--- config.mk ---
export PLATFORM = sky130hd
export DESIGN_NAME = stall_control_multi_flat
export DESIGN_NICKNAME = d
export VERILOG_FILES = /design/src/rtl/stall_control_multi_if.sv /design/src/rtl/stall_control_multi.sv /design/src/flat_wrapper.sv
export SDC_FILE = /design/constraint.sdc
export NUM_CORES = 1
export LEC_CHECK = 0
export CAP_MARGIN = 20
export CORE_MARGIN = 4
export CORE_UTILIZATION = 52
export CTS_BUF_LIST = sky130_fd_sc_hd__clkbuf_8 sky130_fd_sc_hd__clkbuf_16
export DETAILED_ROUTE_END_ITERATION = 12
export HOLD_SLACK_MARGIN = 0.1
export PLACE_DENSITY = 0.92
export SYNTH_ARGS = -nofsm -noshare
export SYNTH_HDL_FRONTEND = slang
export SYNTH_SLANG_ARGS = --single-unit
--- constraint.sdc ---
create_clock -name clk -period 4.7 [get_ports clk]
set_input_delay 1.175 -clock clk [delete_from_list [all_inputs] [get_ports clk]]
set_output_delay 1.175 -clock clk [all_outputs]
set_load 0.02 [all_outputs]
--- src/rtl/stall_control_multi_if.sv ---
// rtl/stall_control_multi_if.sv - issue-stage to stall-controller signal bundle
interface stall_control_multi_if #(
   parameter int NUM_STALL_SRC = 4,
   parameter int CNT_WIDTH     = 16,
   parameter int CAUSE_W       = $clog2(NUM_STALL_SRC + 3)
);
   // Requests from hazard/issue logic
   logic                     InstructionValid;
   logic                     BranchStallIn;
   logic [NUM_STALL_SRC-1:0] StallSrcIn;
   logic                     HaltStallIn;
   logic                     ResumeIn;
   logic                     CounterClear;

   // Status back to the pipeline and performance monitor
   logic                     Halted;
   logic                     StallEn;
   logic [CAUSE_W-1:0]       StallCause;
   logic [CNT_WIDTH-1:0]     StallCycles;

   // Issue/hazard side: raises requests, observes the stall decision
   modport master (
      output InstructionValid, BranchStallIn, StallSrcIn, HaltStallIn, ResumeIn, CounterClear,
      input  Halted, StallEn, StallCause, StallCycles
   );

   // Stall controller side
   modport slave (
      input  InstructionValid, BranchStallIn, StallSrcIn, HaltStallIn, ResumeIn, CounterClear,
      output Halted, StallEn, StallCause, StallCycles
   );
endinterface

--- src/rtl/stall_control_multi.sv ---
// rtl/stall_control_multi.sv - merges branch shadow, generic stalls and halt FSM into one stall
module stall_control_multi #(
   parameter int NUM_STALL_SRC = 4,
   parameter int BRANCH_DELAY  = 1,
   parameter int CNT_WIDTH     = 16,
   localparam int CAUSE_W      = $clog2(NUM_STALL_SRC + 3)
) (
   input logic clk,
   input logic async_rst,
   input logic clk_en,
   stall_control_multi_if.slave bus
);

   localparam int BCW = $clog2(BRANCH_DELAY + 1);

   // Cause codes; generic sources occupy CAUSE_SRC0 + index
   localparam logic [CAUSE_W-1:0] CAUSE_NONE   = CAUSE_W'(0);
   localparam logic [CAUSE_W-1:0] CAUSE_HALT   = CAUSE_W'(1);
   localparam logic [CAUSE_W-1:0] CAUSE_BRANCH = CAUSE_W'(2);

   typedef enum logic [1:0] {
      RUN    = 2'd0,
      HALTED = 2'd1,
      RESUME = 2'd2
   } haltState_t;

   haltState_t           haltState;
   logic                 haltedReg;
   logic [BCW-1:0]       branchCnt;
   logic [CNT_WIDTH-1:0] stallCycles;

   logic                 branchStall;
   logic                 fsmStall;
   logic                 srcStall;
   logic                 stallEn;
   logic [CAUSE_W-1:0]   stallCause;

   // Branch shadow: a new branch always reloads, otherwise count down to idle
   always_ff @(posedge clk or posedge async_rst) begin
      if (async_rst) begin
         branchCnt <= '0;
      end else if (clk_en) begin
         if (bus.InstructionValid && bus.BranchStallIn) begin
            branchCnt <= BCW'(BRANCH_DELAY);
         end else if (branchCnt != '0) begin
            branchCnt <= branchCnt - BCW'(1);
         end
      end
   end

   // Halt FSM; Halted is registered alongside the state so it never glitches
   always_ff @(posedge clk or posedge async_rst) begin
      if (async_rst) begin
         haltState <= RUN;
         haltedReg <= 1'b0;
      end else if (clk_en) begin
         case (haltState)
            RUN: begin
               if (bus.HaltStallIn) begin
                  haltState <= HALTED;
                  haltedReg <= 1'b1;
               end
            end
            HALTED: begin
               // A resume racing a fresh halt request loses; the halt wins
               if (bus.ResumeIn && !bus.HaltStallIn) begin
                  haltState <= RESUME;
                  haltedReg <= 1'b0;
               end
            end
            RESUME: begin
               // Single drain cycle before running again
               if (bus.HaltStallIn) begin
                  haltState <= HALTED;
                  haltedReg <= 1'b1;
               end else begin
                  haltState <= RUN;
                  haltedReg <= 1'b0;
               end
            end
            default: begin
               haltState <= RUN;
               haltedReg <= 1'b0;
            end
         endcase
      end
   end

   // Stall decision and highest-priority cause, same cycle as the requests
   always_comb begin
      branchStall = (branchCnt != '0);
      fsmStall    = bus.HaltStallIn || (haltState != RUN);
      srcStall    = |bus.StallSrcIn;
      stallEn     = branchStall || srcStall || fsmStall;

      // Walk from the lowest-priority source upwards so the lowest index wins
      stallCause = CAUSE_NONE;
      for (int i = NUM_STALL_SRC - 1; i >= 0; i--) begin
         if (bus.StallSrcIn[i]) begin
            stallCause = CAUSE_W'(i + 3);
         end
      end
      if (branchStall) begin
         stallCause = CAUSE_BRANCH;
      end
      if (fsmStall) begin
         stallCause = CAUSE_HALT;
      end
   end

   // Saturating stalled-cycle counter; clear is honoured even with clk_en low
   always_ff @(posedge clk or posedge async_rst) begin
      if (async_rst) begin
         stallCycles <= '0;
      end else if (bus.CounterClear) begin
         stallCycles <= '0;
      end else if (clk_en && stallEn && (stallCycles != {CNT_WIDTH{1'b1}})) begin
         stallCycles <= stallCycles + CNT_WIDTH'(1);
      end
   end

   // Drive the status half of the bundle
   always_comb begin
      bus.Halted      = haltedReg;
      bus.StallEn     = stallEn;
      bus.StallCause  = stallCause;
      bus.StallCycles = stallCycles;
   end

endmodule

--- src/flat_wrapper.sv ---
// flat-port wrapper written by rule: the top's interface ports become plain ports
module stall_control_multi_flat 
#(
   parameter int NUM_STALL_SRC = 4,
   parameter int BRANCH_DELAY  = 1,
   parameter int CNT_WIDTH     = 16,
   localparam int CAUSE_W      = $clog2(NUM_STALL_SRC + 3)
)
  (clk, async_rst, clk_en, bus_InstructionValid, bus_BranchStallIn, bus_StallSrcIn, bus_HaltStallIn, bus_ResumeIn, bus_CounterClear, bus_Halted, bus_StallEn, bus_StallCause, bus_StallCycles);
  stall_control_multi_if #(.NUM_STALL_SRC(NUM_STALL_SRC), .CNT_WIDTH(CNT_WIDTH)) bus_i ();
  input logic clk;
  input logic async_rst;
  input logic clk_en;
  input wire logic [$bits(bus_i.InstructionValid)-1:0] bus_InstructionValid;
  input wire logic [$bits(bus_i.BranchStallIn)-1:0] bus_BranchStallIn;
  input wire logic [$bits(bus_i.StallSrcIn)-1:0] bus_StallSrcIn;
  input wire logic [$bits(bus_i.HaltStallIn)-1:0] bus_HaltStallIn;
  input wire logic [$bits(bus_i.ResumeIn)-1:0] bus_ResumeIn;
  input wire logic [$bits(bus_i.CounterClear)-1:0] bus_CounterClear;
  output wire logic [$bits(bus_i.Halted)-1:0] bus_Halted;
  output wire logic [$bits(bus_i.StallEn)-1:0] bus_StallEn;
  output wire logic [$bits(bus_i.StallCause)-1:0] bus_StallCause;
  output wire logic [$bits(bus_i.StallCycles)-1:0] bus_StallCycles;
  assign bus_i.InstructionValid = bus_InstructionValid;
  assign bus_i.BranchStallIn = bus_BranchStallIn;
  assign bus_i.StallSrcIn = bus_StallSrcIn;
  assign bus_i.HaltStallIn = bus_HaltStallIn;
  assign bus_i.ResumeIn = bus_ResumeIn;
  assign bus_i.CounterClear = bus_CounterClear;
  assign bus_Halted = bus_i.Halted;
  assign bus_StallEn = bus_i.StallEn;
  assign bus_StallCause = bus_i.StallCause;
  assign bus_StallCycles = bus_i.StallCycles;
  stall_control_multi #(.NUM_STALL_SRC(NUM_STALL_SRC), .BRANCH_DELAY(BRANCH_DELAY), .CNT_WIDTH(CNT_WIDTH)) u_core (.clk(clk), .async_rst(async_rst), .clk_en(clk_en), .bus(bus_i));
endmodule
Word-level counts from Yosys, hierarchy flattened
Index checks and enable logic that the tools add are counted.
{"block": "totals", "in_bits": 12, "regBits": 20, "word_cells": 42}
{"block": "classes", "add_sub_neg": 2, "reduce_logical": 13, "mux": 18, "eq_ne": 5}
{"operator": "$mux W16", "n": 2}
{"operator": "$mux W3", "n": 6}
{"operator": "$add A16 B1 Y16 const B", "n": 1}
{"operator": "$ne A16 B16 Y1 const B", "n": 1}
{"operator": "$mux W1", "n": 6}
{"operator": "$pmux W2 S3", "n": 1}
{"operator": "$logic_and A1 B1 Y1", "n": 4}
{"operator": "$mux W2", "n": 2}
{"operator": "$reduce_bool A2 Y1", "n": 2}
{"operator": "$reduce_or A4 Y1", "n": 1}
{"operator": "$logic_or A1 B1 Y1", "n": 3}
{"operator": "$pmux W1 S3", "n": 1}
{"operator": "$reduce_and A3 Y1", "n": 1}
{"operator": "$eq A2 B1 Y1 const B", "n": 1}
{"operator": "$eq A2 B2 Y1 const B", "n": 1}
{"operator": "$logic_not A2 Y1", "n": 1}
{"operator": "$ne A2 B1 Y1 const B", "n": 1}
{"operator": "$ne A2 B2 Y1 const B", "n": 1}
{"operator": "$logic_not A1 Y1", "n": 1}
{"operator": "$sub A1 B1 Y1 const B", "n": 1}

Depth between registers and ports, before layout
Gate-level depths: netlist of the first run.
{"block": "logic_depth", "word_depth": 7, "depth_mapped": 6, "ltp_nobuf": 5}

Worst setup path before layout of the first run
OpenSTA, ideal clock, no wires.
{"block": "synth_path", "path_type": "input to output", "from": "input port bus_StallSrcIn[0]", "to": "output port bus_StallCause[2]", "path_buffers": 0, "arrival_time_ns": 2.005, "path_slack_ns": 1.520, "required_ns": 3.525, "stages": 2, "path_cell_list": "or2_2 -> nor3_1"}
{"block": "synth_via", "elab_chain_len": 3}
{"element": "from (decl)", "line_no": "flat_wrapper.sv:16", "source": "input wire logic [$bits(bus_i.StallSrcIn)-1:0] bus_StallSrcIn;"}
{"element": "$mux W3", "line_no": "stall_control_multi.sv:99", "source": "if (bus.StallSrcIn[i]) begin"}
{"element": "$mux W3", "line_no": "stall_control_multi.sv:103", "source": "if (branchStall) begin"}
{"element": "$mux W3", "line_no": "stall_control_multi.sv:106", "source": "if (fsmStall) begin"}
{"element": "to (decl)", "line_no": "flat_wrapper.sv:22", "source": "output wire logic [$bits(bus_i.StallCause)-1:0] bus_StallCause;"}
No other way between the ends.

Final worst setup path of the first run
{"block": "layout_path", "from": "input port bus_HaltStallIn", "to": "output port bus_StallCause[2]"}
{"block": "layout_via", "elab_chain_len": 2}
{"element": "from (decl)", "line_no": "flat_wrapper.sv:17", "source": "input wire logic [$bits(bus_i.HaltStallIn)-1:0] bus_HaltStallIn;"}
{"element": "$logic_or A1 B1 Y1", "line_no": "stall_control_multi.sv:92", "source": "fsmStall = bus.HaltStallIn || (haltState != RUN);"}
{"element": "$mux W3", "line_no": "stall_control_multi.sv:106"}
No other way between the ends.

==> parameters.txt, run 1 <==
Parameter                              Value

Clock tree
  CTS Hold Buffers Added    0
  Clock transition at the registers of the reported paths    0.07 ns
  Skew-Pair Late Insertion Delay    0.26 ns
  Clock root cell    sky130_fd_sc_hd__clkbuf_8
  H-tree lvl count    1
  Clock tree from TritonCTS    yes
  Number of buffers on the longest clock path    2
  Count of instances resized after the clock tree is built    0
  Number of clock sinks    20
  Number of setup buffers added after CTS    0
  Total CTS buffers    3

Yosys
  Cell taking the most area after synthesis    sky130_fd_sc_hd__dfrtp_1
  Number of cells produced by synthesis    139
  Yosys warning count    0
  Post-synth net total    152
  Sequential cell area fraction in the yosys report    39.41%
  Share of synthesized registers carrying an async set or reset    100.0%
  Most frequently used flop master after synthesis    sky130_fd_sc_hd__dfrtp_1
  Distinct cell type count after synthesis    33
  Cell area after technology mapping    1270 um2
  Area share of the leading cell type in the synthesized netlist    39.41%
  Register bit count reported by yosys    20
  Ranking of synthesized cells by area    sky130_fd_sc_hd__dfrtp_1, sky130_fd_sc_hd__mux2_1, sky130_fd_sc_hd__a21oi_1
  Count of flip-flops with a built-in enable after synthesis    0
  Mean instance size in the synthesized netlist    9.136 um2

Routing
  Detailed-route vias per instance    6.030
  Avg WL per Cell    14.99 um
  Initial detailed-routing violation count    47
  First drt pass iteration count    4
  Total Routed Length    2969 um
  DRC violations left    0
  Antenna-violating nets left    0
  Total vias in the final route    1,194

Worst setup path
  Worst setup SP type    input port
  Capturing element type of the critical path    output port
  Reg-to-reg critical path startpoint    u_core.haltState[0]
  Arr. time, crit path    2.83 ns
  Worst-path fanout max    5
  Critical Path RT    3.52 ns
  Type of the setup path with the least slack    input port to output port
  Critical path origin    bus_HaltStallIn

Flow run
  Count of max-cap constraint violations    0

Global route
  Via count of the first global-routing pass    1,161
  Busiest layer in global routing    met2
  First-pass GRT wire length    5057 um
  Met1 track demand over resource    25.14%
  Pin count of the biggest net entering global routing    25
  Global routing met3 resource utilization    4.072%
  Global routing usage on met2    31.77%
  Congestion Overflow GR    0
  Overall global routing resource usage    19.03%
  Antenna violations before repair    0

Timing
  Worst Skew    0.003598 ns
  Total of endpoints with negative setup slack in the final report    0
  Unrepaired setup endpoints after global routing    no
  Transition time of the tightest slew-check pin    0.8157 ns
  Max Fclk    0.2495 GHz
  Setup TNS    0 ns
  Worst hold slack across all endpoints    0.5801 ns
  Final Hold Violating Endpoints    0
  Post-route minimum period    4.008 ns
  Relative slew slack    45.45%
  Crit share post-route    85.29%
  Pins over their slew limit    0

Finish
  Number of cells in the finished layout apart from fillers    198
  Area taken by flip-flops and latches    500.5 um2
  Highest-count cells in the layout ignoring fill and taps    sky130_fd_sc_hd__clkdlybuf4s50_1, sky130_fd_sc_hd__dfrtp_1, sky130_fd_sc_hd__nor2_1
  Final Net Count    184
  Antenna cells    0
  Fraction of final layout cells with drive strength greater than 1    8.235%
  Design area    1654 um2
  Post-synthesis to final-layout area growth    30.25%
  Layout fillers    174
  Most common cell after layout, fill and taps aside    sky130_fd_sc_hd__clkdlybuf4s50_1
  Area used by multi-input combinational logic    713.2 um2

Pwr
  Peak supply drop    0.0002688 V
  P_sw    0.09877 mW
  Pint    0.2827 mW
  Leakage dissipation    0.6656 nW
  Relative contribution of the clock network to total power    34.2%
  Power per Cell Area    230.6 nW/um2
  Part of the power in registers    49.1%
  Total chip power    0.3814 mW
  Gate power share    16.7%
  Net Sw Frac    25.89%

Floorplanning
  Die extent in x    57.42 um
  Floorplan die area    3297 um2
  Die height    57.42 um
  Row count    17
  Core ar.    2276 um2
  Top Ports    33
  Initial core utilization    55.80%

Place
  Placed wire-length estimate    2222 um
  Weighted congestion at the end of routability-driven global placement    0.7442
  Number of port buffers    32
  Placed Cells    194
  Area of placed instances    1599 um2

Min path
  Classification of the worst-slack hold path    flop to flop
  Worst Min Path Start    u_core.bus.Halted

Outcome
  Outcome    complete, no violations
[cells in the mapped netlist (all sizes together) (5+ instances only)]
library cell / count
dfrtp: 20
nor4: 7
mux2: 8
a21oi: 11
nor2b: 8
o21ai: 7
nand3: 6
nor3: 5
o31ai: 6
or4: 6
inv: 6
nand4: 6
nand2: 7
nor2: 13
[cell type report]
cell class / instances / share of cell area (%)
inverter: 6 / 1.362
tap: 28 / 2.118
timing repair buffer: 33 / 19.82
clock buffer: 4 / 3.328
sequential: 20 / 30.26
multi-input combinational: 107 / 43.12
[cells by family (layout without fill, tap and decap cells)]
logic type / count (synthesis) / in the layout / share of synthesized area, %
AOI/OAI and AO/OA: 28 / 28 / 14.78
adders and majority gates: 1 / 1 / 0.9851
buffers and inverters: 12 / 43 / 4.433
DFF: 20 / 20 / 39.41
muxes: 8 / 8 / 7.389
and+or+nand+nor: 70 / 70 / 33.00
[power groups by stage]
stage / combinational [mW] / sequential, mW / clock, mW
floorplan: 0.0318 / 0.193 / 0
global placement: 0.0615 / 0.189 / 0
detailed placement: 0.0639 / 0.190 / 0
CTS: 0.0643 / 0.187 / 0.134
global route: 0.0694 / 0.188 / 0.141
finish: 0.0636 / 0.187 / 0.131
[worst paths after layout]
kind,endpoint,slack [ns],cells after the start
max,bus_StallCause[2],0.69,4
min,u_core.bus.Halted,0.58,2
max reg2reg,u_core.bus.StallCycles[12],2.53,4
min reg2reg,u_core.bus.Halted,0.58,2
max in group asynchronous,u_core.bus.StallCycles[13],2.88,2
min in group asynchronous,u_core.bus.StallCycles[8],1.34,2
[critical path, cell delays in order]
cell and delay [ns]:
sky130_fd_sc_hd__clkdlybuf4s50_1 0.48, sky130_fd_sc_hd__or3_4 0.39, sky130_fd_sc_hd__nor3_1 0.14, sky130_fd_sc_hd__clkdlybuf4s50_1 0.65
[per-layer routing]
| layer | vias up | part of all wire, % |
|---|---|---|
| met5 | - | 0 |
| met1 | 577 | 44 |
| met3 | 4 | 4.3 |
| met4 | 0 | 0.67 |
| li1 | 584 | - |
| met2 | 29 | 51 |
[flip-flops by register name, summed over array words and instances, names as in the netlist]
name	flops
u_core.bus.Halted	1
u_core.bus.StallCycles	16
u_core.haltState	2
u_core.branchCnt	1
[metrics by stage]
step	utilization, %	worst slack, ns
5_1_grt	72.68	0.6402
4_1_cts	72.68	0.6864
3_3_place_gp	70.26	0.7339
3_5_place_dp	70.26	0.6874
6_report	72.68	0.6915
2_1_floorplan	-	1.520
Note: power is estimated with default switching activity, not from simulation.
==> run 2: changes to the inputs <==
CORE_UTILIZATION = 40   (was 52)
PLACE_DENSITY = 0.76   (was 0.92)
==> run 2 against run 1 <==
Against the previous run: count of clock-buffer cells in the layout fell by 1; final area rose by 2.2%; critical path depth stayed put; routed wire length shrank 1.8%; clock power grew 34%; flip-flop and latch count did not move; die area grew 26%; global-route usage decreased by 3.7 points; core utilization down 17 points; sequential power hardly changed; critical path type unchanged; largest cell class unchanged; largest power group unchanged; highest routed layer unchanged.
==> parameters.txt, run 2 (same netlist as run 1, synthesis figures left out) <==
Parameter                              Value

Outcome
  Outcome    complete, no violations (unchanged)

Finish
  Number of cells in the finished layout apart from fillers    214 (was 198)
  Design area    1690 um2 (was 1654 um2)
  Fraction of final layout cells with drive strength greater than 1    8.235% (unchanged)
  Layout fillers    291 (was 174)
  Highest-count cells in the layout ignoring fill and taps    sky130_fd_sc_hd__clkdlybuf4s50_1, sky130_fd_sc_hd__dfrtp_1, sky130_fd_sc_hd__nor2_1 (unchanged)
  Most common cell after layout, fill and taps aside    sky130_fd_sc_hd__clkdlybuf4s50_1 (unchanged)
  Final Net Count    184 (unchanged)
  Antenna cells    0 (unchanged)
  Fin util    55.37% (was 72.68%)
  Max FFs per register    16 (unchanged)
  Post-synthesis to final-layout area growth    33.10% (was 30.25%)

Global route
  Via count of the first global-routing pass    1,209 (was 1,161)
  Overall global routing resource usage    15.29% (was 19.03%)
  Congestion Overflow GR    0 (unchanged)
  Pin count of the biggest net entering global routing    25 (unchanged)
  First-pass GRT wire length    5133 um (was 5057 um)
  Antenna violations before repair    0 (unchanged)

Pwr
  Leakage dissipation    0.6725 nW (was 0.6656 nW)
  Power per Cell Area    252.1 nW/um2 (was 230.6 nW/um2)
  Total chip power    0.4261 mW (was 0.3814 mW)
  Peak supply drop    0.0001243 V (was 0.0002688 V)

Worst setup path
  Type of the setup path with the least slack    input port to output port (unchanged)
  Chain of cells forming the critical path    clkdlybuf4s50_1 -> or3_4 -> nor3_1 -> clkdlybuf4s50_1 (unchanged)
  Capturing element type of the critical path    output port (unchanged)
  Slowest stage delay, CP    0.63 ns (was 0.65 ns)
  Critical Path RT    3.52 ns (about the same)
  Worst-path fanout max    5 (unchanged)
  Crit-path most repeated cell    sky130_fd_sc_hd__clkdlybuf4s50_1 (unchanged)
  Arr. time, crit path    2.84 ns (was 2.83 ns)
  Worst setup SP type    input port (unchanged)
  Critical Path Slowest Stage Cell    sky130_fd_sc_hd__clkdlybuf4s50_1 (unchanged)

Clock tree
  Number of clock sinks    20 (unchanged)
  Total CTS buffers    3 (unchanged)
  Skew-Pair Late Insertion Delay    0.27 ns (was 0.26 ns)
  Count of instances resized after the clock tree is built    0 (unchanged)
  Clock transition at the registers of the reported paths    0.08 ns (was 0.07 ns)
  Clock root cell    sky130_fd_sc_hd__clkbuf_8 (unchanged)
  H-tree lvl count    1 (unchanged)
  Clock tree from TritonCTS    yes (unchanged)
  Number of setup buffers added after CTS    0 (unchanged)
  Number of buffers on the longest clock path    2 (unchanged)
  CTS Hold Buffers Added    0 (unchanged)

Timing
  Setup TNS    0 ns (unchanged)
  Unrepaired setup endpoints after global routing    no (unchanged)
  Worst Skew    0.01070 ns (was 0.003598 ns)
  Total of endpoints with negative setup slack in the final report    0 (unchanged)
  Final Hold Violating Endpoints    0 (unchanged)
  Max Fclk    0.2494 GHz (was 0.2495 GHz)
  Transition time of the tightest slew-check pin    0.8399 ns (was 0.8157 ns)
  Crit share post-route    85.33% (was 85.29%)
  Post-route minimum period    4.010 ns (was 4.008 ns)
  Relative slew slack    43.83% (was 45.45%)
  Final worst setup slack    0.6896 ns (was 0.6915 ns)
  Pins over their slew limit    0 (unchanged)
  Worst hold slack across all endpoints    0.5459 ns (was 0.5801 ns)

Routing
  Initial detailed-routing violation count    54 (was 47)
  Detailed-route vias per instance    5.500 (was 6.030)
  First drt pass iteration count    4 (unchanged)
  Avg WL per Cell    13.62 um (was 14.99 um)
  Total Routed Length    2915 um (was 2969 um)
  DRC violations left    0 (unchanged)
  Total vias in the final route    1,177 (was 1,194)
  Antenna-violating nets left    0 (unchanged)

Floorplanning
  Initial core utilization    41.60% (was 55.80%)
  Top Ports    33 (unchanged)
  Row count    20 (was 17)
  Die height    64.35 um (was 57.42 um)
  Core ar.    3053 um2 (was 2276 um2)
  Die extent in x    64.35 um (was 57.42 um)
  Floorplan die area    4140 um2 (was 3297 um2)

Place
  Area of placed instances    1619 um2 (was 1599 um2)
  Weighted congestion at the end of routability-driven global placement    0.8501 (was 0.7442)
  Placed wire-length estimate    2103 um (was 2222 um)
  Number of port buffers    32 (unchanged)
  Placed Cells    210 (was 194)
  DP Worst Slack    0.7048 ns (was 0.6874 ns)

Flow run
  Count of max-cap constraint violations    0 (unchanged)

Min path
  Classification of the worst-slack hold path    flop to flop (unchanged)
run 2: changes by cell type in the layout (fill, tap and decap cells not counted):
cell	delta
sky130_fd_sc_hd__bufinv_16	+1
sky130_fd_sc_hd__clkbuf_8	-1
run 2: report_power, final:
part / total, mW / leakage, nW / switching [mW] / internal (mW)
sequential: 0.187 / 0.270 / 0.00810 / 0.179
clock: 0.176 / 0.0357 / 0.0624 / 0.114
combinational: 0.0630 / 0.366 / 0.0337 / 0.0293
total: 0.426 / 0.673 / 0.104 / 0.322
run 2: cell type report:
type	instances	area, um2	share of cell area [%]
timing repair buffer	33	327.8	19.39
clock buffer	3	41.29	2.443
inverter	6	22.52	1.332
multi-input combinational	107	713.2	42.19
sequential	20	500.5	29.61
tap	44	55.05	3.257
clock inverter	1	30.03	1.776
run 2: metal layers:
metal  share of wire (%)  GRT usage (%)  up-vias  wire (um)
met5                   0              0        -          0
met4                 1.1          5.805        0         32
met2                  48          27.06       31       1408
met1                  47          18.66      564       1377
met3                 3.3          2.109        4         96
li1                    -              -      578          -
run 2: worst max-delay path, delay by kind of cell:
kind                   cells  cell delay (ns)
buffers and inverters      2             1.11
and+or+nand+nor            2             0.54
run 2: final timing paths:
path | from | to | slack (ns) | cells past startpoint
setup / recovery | bus_HaltStallIn | bus_StallCause[2] | 0.69 | 4
hold / removal | u_core.bus.Halted | u_core.bus.Halted | 0.55 | 2
setup reg to reg | u_core.haltState[0] | u_core.bus.StallCycles[6] | 2.51 | 4
hold reg to reg | u_core.bus.Halted | u_core.bus.Halted | 0.55 | 2
max in group asynchronous | async_rst | u_core.bus.StallCycles[3] | 2.86 | 2
min in group asynchronous | async_rst | u_core.bus.StallCycles[1] | 1.34 | 2
